`config.mk`:
```
export PLATFORM = sky130hd
export DESIGN_NAME = rv32i_bus_arbiter_flat
export DESIGN_NICKNAME = d
export VERILOG_FILES = /design/src/rtl/rv32i_bus_arbiter_if.sv /design/src/rtl/rv32i_bus_arbiter.sv /design/src/flat_wrapper.sv
export SDC_FILE = /design/constraint.sdc
export NUM_CORES = 1
export LEC_CHECK = 0
export ABC_AREA = 0
export BUFFER_PORTS_ARGS = -buffer_cell sky130_fd_sc_hd__buf_4
export CAP_MARGIN = 20
export CELL_PAD_IN_SITES_DETAIL_PLACEMENT = 2
export CELL_PAD_IN_SITES_GLOBAL_PLACEMENT = 2
export CORE_MARGIN = 2
export CORE_UTILIZATION = 26
export CTS_BUF_LIST = sky130_fd_sc_hd__clkbuf_4 sky130_fd_sc_hd__clkbuf_8
export CTS_CLUSTER_SIZE = 16
export DETAILED_ROUTE_END_ITERATION = 16
export GPL_ROUTABILITY_DRIVEN = 0
export PLACE_DENSITY_LB_ADDON = 0.1
export SLEW_MARGIN = 20
export SYNTH_ARGS = -nofsm -noshare
export SYNTH_HDL_FRONTEND = slang
export SYNTH_SLANG_ARGS = --single-unit
```
`constraint.sdc`:
```
create_clock -name clk -period 1.8 [get_ports clk]
set_input_delay 0.09 -clock clk [delete_from_list [all_inputs] [get_ports clk]]
set_output_delay 0.09 -clock clk [all_outputs]
set_load 0.02 [all_outputs]
```
`src/rtl/rv32i_bus_arbiter_if.sv`:
```
// Bus bundle between the requesting rv32i ports, the arbiter and the shared slave.
// The arbiter uses the master modport, since it masters the slave bus and answers the cores.
// The slave modport is the environment view: the cores plus the slave device.
interface rv32i_bus_arbiter_if #(
    parameter int N_MASTERS = 2,
    parameter int ADDR_W    = 32,
    parameter int DATA_W    = 32
);
    localparam int GW = (N_MASTERS > 1) ? $clog2(N_MASTERS) : 1;

    logic [N_MASTERS-1:0]        m_req;
    logic [N_MASTERS*ADDR_W-1:0] m_addr;
    logic [N_MASTERS-1:0]        m_wr_ena;
    logic [N_MASTERS*DATA_W-1:0] m_wr_data;
    logic [DATA_W-1:0]           m_rd_data;
    logic [N_MASTERS-1:0]        m_ack;
    logic                        m_err;
    logic [GW-1:0]               grant_id;
    logic                        s_valid;
    logic [ADDR_W-1:0]           s_addr;
    logic                        s_wr_ena;
    logic [DATA_W-1:0]           s_wr_data;
    logic                        s_ready;
    logic [DATA_W-1:0]           s_rd_data;

    modport master (
        input  m_req, m_addr, m_wr_ena, m_wr_data, s_ready, s_rd_data,
        output m_rd_data, m_ack, m_err, grant_id, s_valid, s_addr, s_wr_ena, s_wr_data
    );

    modport slave (
        output m_req, m_addr, m_wr_ena, m_wr_data, s_ready, s_rd_data,
        input  m_rd_data, m_ack, m_err, grant_id, s_valid, s_addr, s_wr_ena, s_wr_data
    );
endinterface

```
`src/rtl/rv32i_bus_arbiter.sv`:
```
// N-master arbiter for rv32i instr/data/DMA ports onto one valid/ready slave bus.
// One outstanding transfer (IDLE -> BUSY -> RESP), round-robin or fixed priority,
// and a BUSY timeout that completes the transfer with an error and ERR_DATA.
module rv32i_bus_arbiter #(
    parameter int                N_MASTERS = 2,
    parameter int                ADDR_W    = 32,
    parameter int                DATA_W    = 32,
    parameter int                RR_MODE   = 1,
    parameter int                TIMEOUT   = 64,
    parameter logic [DATA_W-1:0] ERR_DATA  = DATA_W'(32'hDEAD_BEEF)
) (
    input  logic                   clk,
    input  logic                   rst,
    rv32i_bus_arbiter_if.master    bus
);
    localparam int GW = (N_MASTERS > 1) ? $clog2(N_MASTERS) : 1;
    localparam int CW = $clog2(TIMEOUT);

    typedef enum logic [1:0] {IDLE, BUSY, RESP} state_t;

    state_t state, state_nxt;

    logic [GW-1:0]        grant_q;
    logic [GW-1:0]        ptr_q;
    logic [CW-1:0]        cnt_q;
    logic [ADDR_W-1:0]    s_addr_q;
    logic                 s_wr_ena_q;
    logic [DATA_W-1:0]    s_wr_data_q;
    logic [DATA_W-1:0]    rd_data_q;
    logic                 err_q;

    logic [GW-1:0]        ptr_eff;
    logic [GW-1:0]        win;
    logic                 hi_found;
    logic                 lo_found;
    logic [GW-1:0]        hi_win;
    logic [GW-1:0]        lo_win;
    logic [ADDR_W-1:0]    sel_addr;
    logic                 sel_wr_ena;
    logic [DATA_W-1:0]    sel_wr_data;
    logic                 timeout_hit;
    logic                 s_valid;
    logic [N_MASTERS-1:0] ack;

    assign timeout_hit = (cnt_q == CW'(TIMEOUT - 1));
    assign ptr_eff     = (RR_MODE != 0) ? ptr_q : '0;

    // Winner search: first requester at or above the pointer, else first below it,
    // which is a circular scan starting at the pointer without a modulo.
    always_comb begin
        hi_found    = 1'b0;
        lo_found    = 1'b0;
        hi_win      = '0;
        lo_win      = '0;
        sel_addr    = '0;
        sel_wr_ena  = 1'b0;
        sel_wr_data = '0;
        for (int unsigned i = 0; i < N_MASTERS; i++) begin
            if (bus.m_req[i]) begin
                if (i >= 32'(ptr_eff)) begin
                    if (!hi_found) begin
                        hi_found = 1'b1;
                        hi_win   = GW'(i);
                    end
                end else if (!lo_found) begin
                    lo_found = 1'b1;
                    lo_win   = GW'(i);
                end
            end
        end
        win = hi_found ? hi_win : lo_win;
        for (int unsigned i = 0; i < N_MASTERS; i++) begin
            if (win == GW'(i)) begin
                sel_addr    = bus.m_addr[i*ADDR_W +: ADDR_W];
                sel_wr_ena  = bus.m_wr_ena[i];
                sel_wr_data = bus.m_wr_data[i*DATA_W +: DATA_W];
            end
        end
    end

    // State register.
    always_ff @(posedge clk or negedge rst) begin
        if (!rst) state <= IDLE;
        else      state <= state_nxt;
    end

    // Next-state logic; s_ready is only looked at in BUSY.
    always_comb begin
        state_nxt = state;
        case (state)
            IDLE:    if (|bus.m_req) state_nxt = BUSY;
            BUSY:    if (bus.s_ready || timeout_hit) state_nxt = RESP;
            RESP:    state_nxt = IDLE;
            default: state_nxt = IDLE;
        endcase
    end

    // Output decode: s_valid throughout BUSY, one-hot ack to the owner in RESP.
    always_comb begin
        s_valid = 1'b0;
        ack     = '0;
        case (state)
            BUSY: s_valid = 1'b1;
            RESP: begin
                for (int unsigned i = 0; i < N_MASTERS; i++) begin
                    ack[i] = (grant_q == GW'(i));
                end
            end
            default: ;
        endcase
    end

    // Datapath: grant latch, BUSY cycle counter, response capture, RR pointer.
    always_ff @(posedge clk or negedge rst) begin
        if (!rst) begin
            grant_q     <= '0;
            ptr_q       <= '0;
            cnt_q       <= '0;
            s_addr_q    <= '0;
            s_wr_ena_q  <= 1'b0;
            s_wr_data_q <= '0;
            rd_data_q   <= '0;
            err_q       <= 1'b0;
        end else begin
            case (state)
                IDLE: begin
                    cnt_q <= '0;
                    if (|bus.m_req) begin
                        grant_q     <= win;
                        s_addr_q    <= sel_addr;
                        s_wr_ena_q  <= sel_wr_ena;
                        s_wr_data_q <= sel_wr_data;
                    end
                end
                BUSY: begin
                    if (bus.s_ready) begin
                        rd_data_q <= bus.s_rd_data;
                        err_q     <= 1'b0;
                    end else if (timeout_hit) begin
                        rd_data_q <= ERR_DATA;
                        err_q     <= 1'b1;
                    end else begin
                        cnt_q <= cnt_q + 1'b1;
                    end
                end
                RESP: begin
                    err_q <= 1'b0;
                    cnt_q <= '0;
                    ptr_q <= (grant_q == GW'(N_MASTERS - 1)) ? '0 : grant_q + 1'b1;
                end
                default: ;
            endcase
        end
    end

    assign bus.s_valid   = s_valid;
    assign bus.m_ack     = ack;
    assign bus.m_err     = err_q;
    assign bus.m_rd_data = rd_data_q;
    assign bus.grant_id  = grant_q;
    assign bus.s_addr    = s_addr_q;
    assign bus.s_wr_ena  = s_wr_ena_q;
    assign bus.s_wr_data = s_wr_data_q;
endmodule

```
`src/flat_wrapper.sv`:
```
// flat-port wrapper written by rule: the top's interface ports become plain ports
module rv32i_bus_arbiter_flat 
#(
    parameter int                N_MASTERS = 2,
    parameter int                ADDR_W    = 32,
    parameter int                DATA_W    = 32,
    parameter int                RR_MODE   = 1,
    parameter int                TIMEOUT   = 64,
    parameter logic [DATA_W-1:0] ERR_DATA  = DATA_W'(32'hDEAD_BEEF)
)
  (clk, rst, bus_m_req, bus_m_addr, bus_m_wr_ena, bus_m_wr_data, bus_s_ready, bus_s_rd_data, bus_m_rd_data, bus_m_ack, bus_m_err, bus_grant_id, bus_s_valid, bus_s_addr, bus_s_wr_ena, bus_s_wr_data);
  rv32i_bus_arbiter_if #(.N_MASTERS(N_MASTERS), .ADDR_W(ADDR_W), .DATA_W(DATA_W)) bus_i ();
  input  logic clk;
  input  logic rst;
  input wire logic [$bits(bus_i.m_req)-1:0] bus_m_req;
  input wire logic [$bits(bus_i.m_addr)-1:0] bus_m_addr;
  input wire logic [$bits(bus_i.m_wr_ena)-1:0] bus_m_wr_ena;
  input wire logic [$bits(bus_i.m_wr_data)-1:0] bus_m_wr_data;
  input wire logic [$bits(bus_i.s_ready)-1:0] bus_s_ready;
  input wire logic [$bits(bus_i.s_rd_data)-1:0] bus_s_rd_data;
  output wire logic [$bits(bus_i.m_rd_data)-1:0] bus_m_rd_data;
  output wire logic [$bits(bus_i.m_ack)-1:0] bus_m_ack;
  output wire logic [$bits(bus_i.m_err)-1:0] bus_m_err;
  output wire logic [$bits(bus_i.grant_id)-1:0] bus_grant_id;
  output wire logic [$bits(bus_i.s_valid)-1:0] bus_s_valid;
  output wire logic [$bits(bus_i.s_addr)-1:0] bus_s_addr;
  output wire logic [$bits(bus_i.s_wr_ena)-1:0] bus_s_wr_ena;
  output wire logic [$bits(bus_i.s_wr_data)-1:0] bus_s_wr_data;
  assign bus_i.m_req = bus_m_req;
  assign bus_i.m_addr = bus_m_addr;
  assign bus_i.m_wr_ena = bus_m_wr_ena;
  assign bus_i.m_wr_data = bus_m_wr_data;
  assign bus_i.s_ready = bus_s_ready;
  assign bus_i.s_rd_data = bus_s_rd_data;
  assign bus_m_rd_data = bus_i.m_rd_data;
  assign bus_m_ack = bus_i.m_ack;
  assign bus_m_err = bus_i.m_err;
  assign bus_grant_id = bus_i.grant_id;
  assign bus_s_valid = bus_i.s_valid;
  assign bus_s_addr = bus_i.s_addr;
  assign bus_s_wr_ena = bus_i.s_wr_ena;
  assign bus_s_wr_data = bus_i.s_wr_data;
  rv32i_bus_arbiter #(.N_MASTERS(N_MASTERS), .ADDR_W(ADDR_W), .DATA_W(DATA_W), .RR_MODE(RR_MODE), .TIMEOUT(TIMEOUT), .ERR_DATA(ERR_DATA)) u_core (.clk(clk), .rst(rst), .bus(bus_i));
endmodule
```
======== Word-level counts from Yosys, hierarchy flattened ========
Index checks and enable logic that the tools add are counted.
storage, ports and cells
  word-level logic and storage cells ...... 56
  output and inout port bits .............. 102
  register bits ........................... 108
  bits of input ports ..................... 167
operators by class
  mux-type cells .......................... 23
  reduce and logical (&&, ||, !) cells .... 12
  add/sub/neg operators ................... 2
  equality and inequality tests ........... 8
  $lt $le $gt $ge ......................... 1
  bitwise operators ....................... 1
operators by type and width
  kind                                                                     number
  32-bit two-way mux                                                       4
  6-bit two-way mux                                                        2
  6-bit one-hot mux with 2 select lines                                    1
  1-bit two-way mux                                                        11
  2-bit AND reduction                                                      4
  6-bit by 1-bit adder with 6-bit output, second input constant            1
  6-bit equality test, second input constant                               1
  2-bit two-way mux                                                        3
  2-bit nonzero test                                                       3
  2-bit by 1-bit inequality test with 1-bit output, second input constant  2
  2-bit inequality test, second input constant                             2
  2-bit one-hot mux with 2 select lines                                    1
  2-bit OR reduction                                                       2
  3-bit by 2-bit inequality test with 1-bit output, second input constant  1
  3-bit AND reduction                                                      1
  2-bit by 1-bit equality test with 1-bit output, second input constant    1
  2-bit equality test, second input constant                               1
  2-bit zero test                                                          1
  1-bit one-hot mux with 2 select lines                                    1
  1-bit adder, second input constant                                       1
  1-bit greater-or-equal comparator, first input constant                  1
  1-bit logical OR                                                         1
  1-bit NOT                                                                1

======== Depth between registers and ports, before layout ========
  depth in word-level cells ............... 7
  mapped depth ............................ 7
  mapped depth without buffers ............ 6

======== Worst setup path before layout ========
No wires, ideal clock.
  kind .................................... register to register
  start point ............................. reg u_core.state[0]
  end point ............................... reg u_core.cnt_q[3]
  data required time ...................... 1.705 ns
  data arrival time ....................... 1.599 ns
  clock period less this slack ............ 1.694 ns
  setup time .............................. 0.095 ns
  setup slack ............................. 0.106 ns
  path buffers ............................ 1
  cell stages (with the launch flop) ...... 7
  cells stage by stage .................... dfrtp_1 > ha_1 > buf_6 > a21oi_1 > o21ai_2 > or2_1 > o31ai_1
between the ends
  longest elaborated chain between the ends .. 4
  elaborated cells on any way between the ends .. 9
  those cells by class .................... eq/ne (4); mux (1); reduce/logical (4)
RTL lines
  what                                                           line                      text
  from (decl)                                                    rv32i_bus_arbiter.sv:21   state_t state, state_nxt;
  from (signal assigned)                                         rv32i_bus_arbiter.sv:84   else state <= state_nxt;
  2-bit equality test / 2-bit zero test (equally long branches)  rv32i_bus_arbiter.sv:125  case (state)
  2-bit OR reduction (no line)                                   n/a
  2-bit nonzero test (no line)                                   n/a
  3-bit AND reduction (no line)                                  n/a
  to (signal assigned)                                           rv32i_bus_arbiter.sv:143  cnt_q <= cnt_q + 1'b1;
  to (decl)                                                      rv32i_bus_arbiter.sv:25   logic [CW-1:0] cnt_q;
Several ways; a longest one is shown, not always the timed one.
A chain may end at the register's enable or synchronous reset.

======== Final worst setup path ========
  start point ............................. reg u_core.cnt_q[1]
  end point ............................... reg u_core.cnt_q[5]
between the ends
  longest elaborated chain between the ends .. 4
  elaborated cells on any way between the ends .. 7
  those cells by class .................... add/sub (1); eq/ne (2); mux (3); reduce/logical (1)
RTL lines
  what                                    line                      text
  6-bit by 1-bit adder with 6-bit output  rv32i_bus_arbiter.sv:143
  6-bit two-way mux                       rv32i_bus_arbiter.sv:139  end else if (timeout_hit) begin
  6-bit two-way mux                       rv32i_bus_arbiter.sv:136  if (bus.s_ready) begin
  6-bit one-hot mux with 2 select lines   rv32i_bus_arbiter.sv:125
Several ways; a longest one is shown, not always the timed one. The select of a mux whose other input is x is not followed.

==> out/results.txt <==
Status = completed
P_sw = 5416 uW
Antenna violations before repair = 1
Layout cells sized above 1 = 0.3833
Register area = 2703 sq um
Drc violations = 0
Final non-filler cell total = 1,044
CTS tree = done
Int Power = 7318 uW
Via/cell ratio = 4.592
Synth top cells by count = 108 x dfrtp_1, 69 x nand2_1, 65 x mux2i_1
Area growth from synthesis to layout = 78.10%
Worst slew margin = 0.5992
Syn nets = 595
Yosys reg bits = 108
CP max stage delay = 430 ps
First-pass GRT wire length = 30.33 mm
Worst min-delay path class = in -> reg
Share of the yosys chip area belonging to registers = 0.5632
Critical path capture point type = flip-flop
Filler cells = 1,837
Largest net degree at the start of global routing = 109
Clock insertion delay at the later pin of the skew report = 370 ps
GRT Total Usage = 0.1960
Area leader, netlist = dfrtp_1
Drt pass-1 iters = 4
Height of the die = 139.9 um
Final setup vio count = 0
Critical path type = reg -> reg
Comb power frac = 0.538
H-Tree Depth = 3
Clock Path Buffers = 2
Cell with the most instances after synthesis = dfrtp_1
Worst slew pin tran = 601.3 ps
Die ar. = 19,560 sq um
Design area = 8546 sq um
CP Launch Type = flip-flop
Detail Route Antenna Nets = 0
Leak Pwr = 0.004220 uW
Initial Util = 0.2662
Multi-input gate area = 1918 sq um
WL final = 19.25 mm
YS warnings = 0
Top cell type's share of synthesized area = 0.5632
Synth Area per Inst = 11.34 sq um
Peak supply drop = 0.0007328 V
Ports = 269
Register clock-pin slew on the reported worst setup and hold paths = 110 ps
Die Wd = 139.9 um
Yosys cell types = 36
Critical Path AT = 2030 ps
PortBufs = 268
CTS Buf Count = 9
Slowest-stage cell, CP = dfrtp_1
Hold_ws = 14.83 ps
Clk_skew = 13.92 ps
Via count = 4,794
Syn Inst Count = 423
Switching Fraction = 0.4253
Synthesized area = 4798 sq um
Slew Limit Fails = 0
Cell Area, Placed = 7054 sq um
EDFF count, synth = 0
Final HPWL DP = 12.23 mm
Global route overflow = 0
PwrDens = 1490 nW/um^2
CP max FO = 5
Max Cap Violations = 0
Share of power burned in registers = 0.337
Crit-path cells = ha_1, buf_4, nand3_1, o21ai_4, or2_1, o31ai_1
Main synth FF type = dfrtp_1
Synth top area cells = dfrtp_1 56%, mux2i_1 14%, nand2_1 5.4%, o22a_1 4.4%, o21ai_1 4.1%
Clock share of power = 0.126
Core Area = 18,020 sq um
Num Clock Sinks = 108
Cell count after placement = 901
Period utilization = 0.9717
Synth async-reset ratio = 1.000
Wire length per cell = 18.43 um
Vias in the first global route = 5,461
Final min period = 1749 ps
DR iter-0 viols = 109
Critical Path RT = 2080 ps
CTS root buffer = clkbuf_8
Final hold violation count = 0
Row count = 49
Fmax = 571.8 MHz
Nets@finish = 981
[through the flow]
step           TNS, ps  worst slack [ps]  total power, uW    util
6_report             0             51.00            12730  0.4741
5_1_grt         -142.0            -39.19            13660  0.4741
4_1_cts              0             5.789            12720  0.4710
3_5_place_dp     -2967            -139.9            10830  0.3914
3_3_place_gp     -1058            -47.54            10570  0.3914
2_1_floorplan        0             105.5             7823       -
[metal layers]
metal	GRT usage	wire length (um)	share of wire	vias up
li1	-	-	-	2262
met3	0.04577	1082	0.056	18
met2	0.3620	10060	0.52	176
met4	0.05158	261	0.014	0
met1	0.2270	7840	0.41	2338
met5	0	0	0	-
[path summary, 6_finish.rpt]
kind / start / end / slack (ps) / cells after the start
setup / recovery: u_core.cnt_q[1] / u_core.cnt_q[5] / 50 / 6
hold / removal: bus_m_wr_data[62] / u_core.bus.s_wr_data[30] / 10 / 3
setup reg to reg: u_core.cnt_q[1] / u_core.cnt_q[5] / 50 / 6
hold reg to reg: u_core.bus.s_addr[31] / u_core.bus.s_addr[31] / 490 / 2
max in group asynchronous: rst / u_core.bus.s_wr_data[5] / 1010 / 3
min in group asynchronous: rst / u_core.bus.m_rd_data[22] / 320 / 3
[cells in the final DEF (no fill, tap or decap), types with 3 or more instances in the layout]
cell type / n
a22o_1: 8
buf_12: 5
buf_4: 278
clkbuf_8: 11
dfrtp_1: 108
dlygate4sd3_1: 122
ha_2: 3
inv_1: 4
mux2i_1: 65
nand2_1: 69
nand3_1: 3
nor2_1: 4
o21ai_0: 33
o21ai_1: 40
o21ai_4: 3
o22a_1: 24
o31ai_1: 3
[repair_timing]
item	4_1_cts	5_1_grt
endpoints found under the hold margin	186	0
pin swaps	0	3
hold buffers	122	0
endpoints found under the setup margin	24	29
gates resized for setup	1	7
buffers inserted	0	4
[registers in the layout (all words and copies together) (netlist names)]
name                  flops
u_core.bus.s_addr        32
u_core.ptr_eff            1
u_core.bus.s_wr_ena       1
u_core.state              2
u_core.bus.m_rd_data     32
u_core.cnt_q              6
u_core.bus.s_wr_data     32
u_core.bus.m_err          1
u_core.bus.grant_id       1
[worst max-delay path: cells and delay by family, from the launching register on]
kind,cells,cell delay (ps)
AND/OR/NAND/NOR,2,470
flip-flops,1,430
AO/OA/AOI/OAI,2,340
adder cells (fa/ha/maj),1,240
buffers and inverters,1,160
[final cells by class]
type | instances | share of cell area
clock buffers | 11 | 0.01772
well taps | 229 | 0.03353
multi-input cells | 280 | 0.2245
diodes | 1 | 0.0002928
repair buffers | 405 | 0.3988
inverters | 5 | 0.002196
clock inverters | 5 | 0.006735
flip-flops and latches | 108 | 0.3163
[power groups by stage]
stage                     Clock (uW)  Sequential, uW  Combinational [uW]
after floorplan                    0            5550                2270
after global placement             0            4230                6340
after detailed placement           0            4310                6520
after CTS                       1690            4270                6760
after global routing            1770            4440                7450
final                           1600            4290                6850
[cell families after synthesis]
| logic type | count (synthesis) | share of synthesized area |
|---|---|---|
| flops | 108 | 0.5632 |
| mux | 66 | 0.1379 |
| compound gates | 120 | 0.1619 |
| fa+ha+maj | 5 | 0.01304 |
| buf+inv | 35 | 0.04615 |
| simple gates | 89 | 0.07771 |
(Power assumes the default switching activity.)
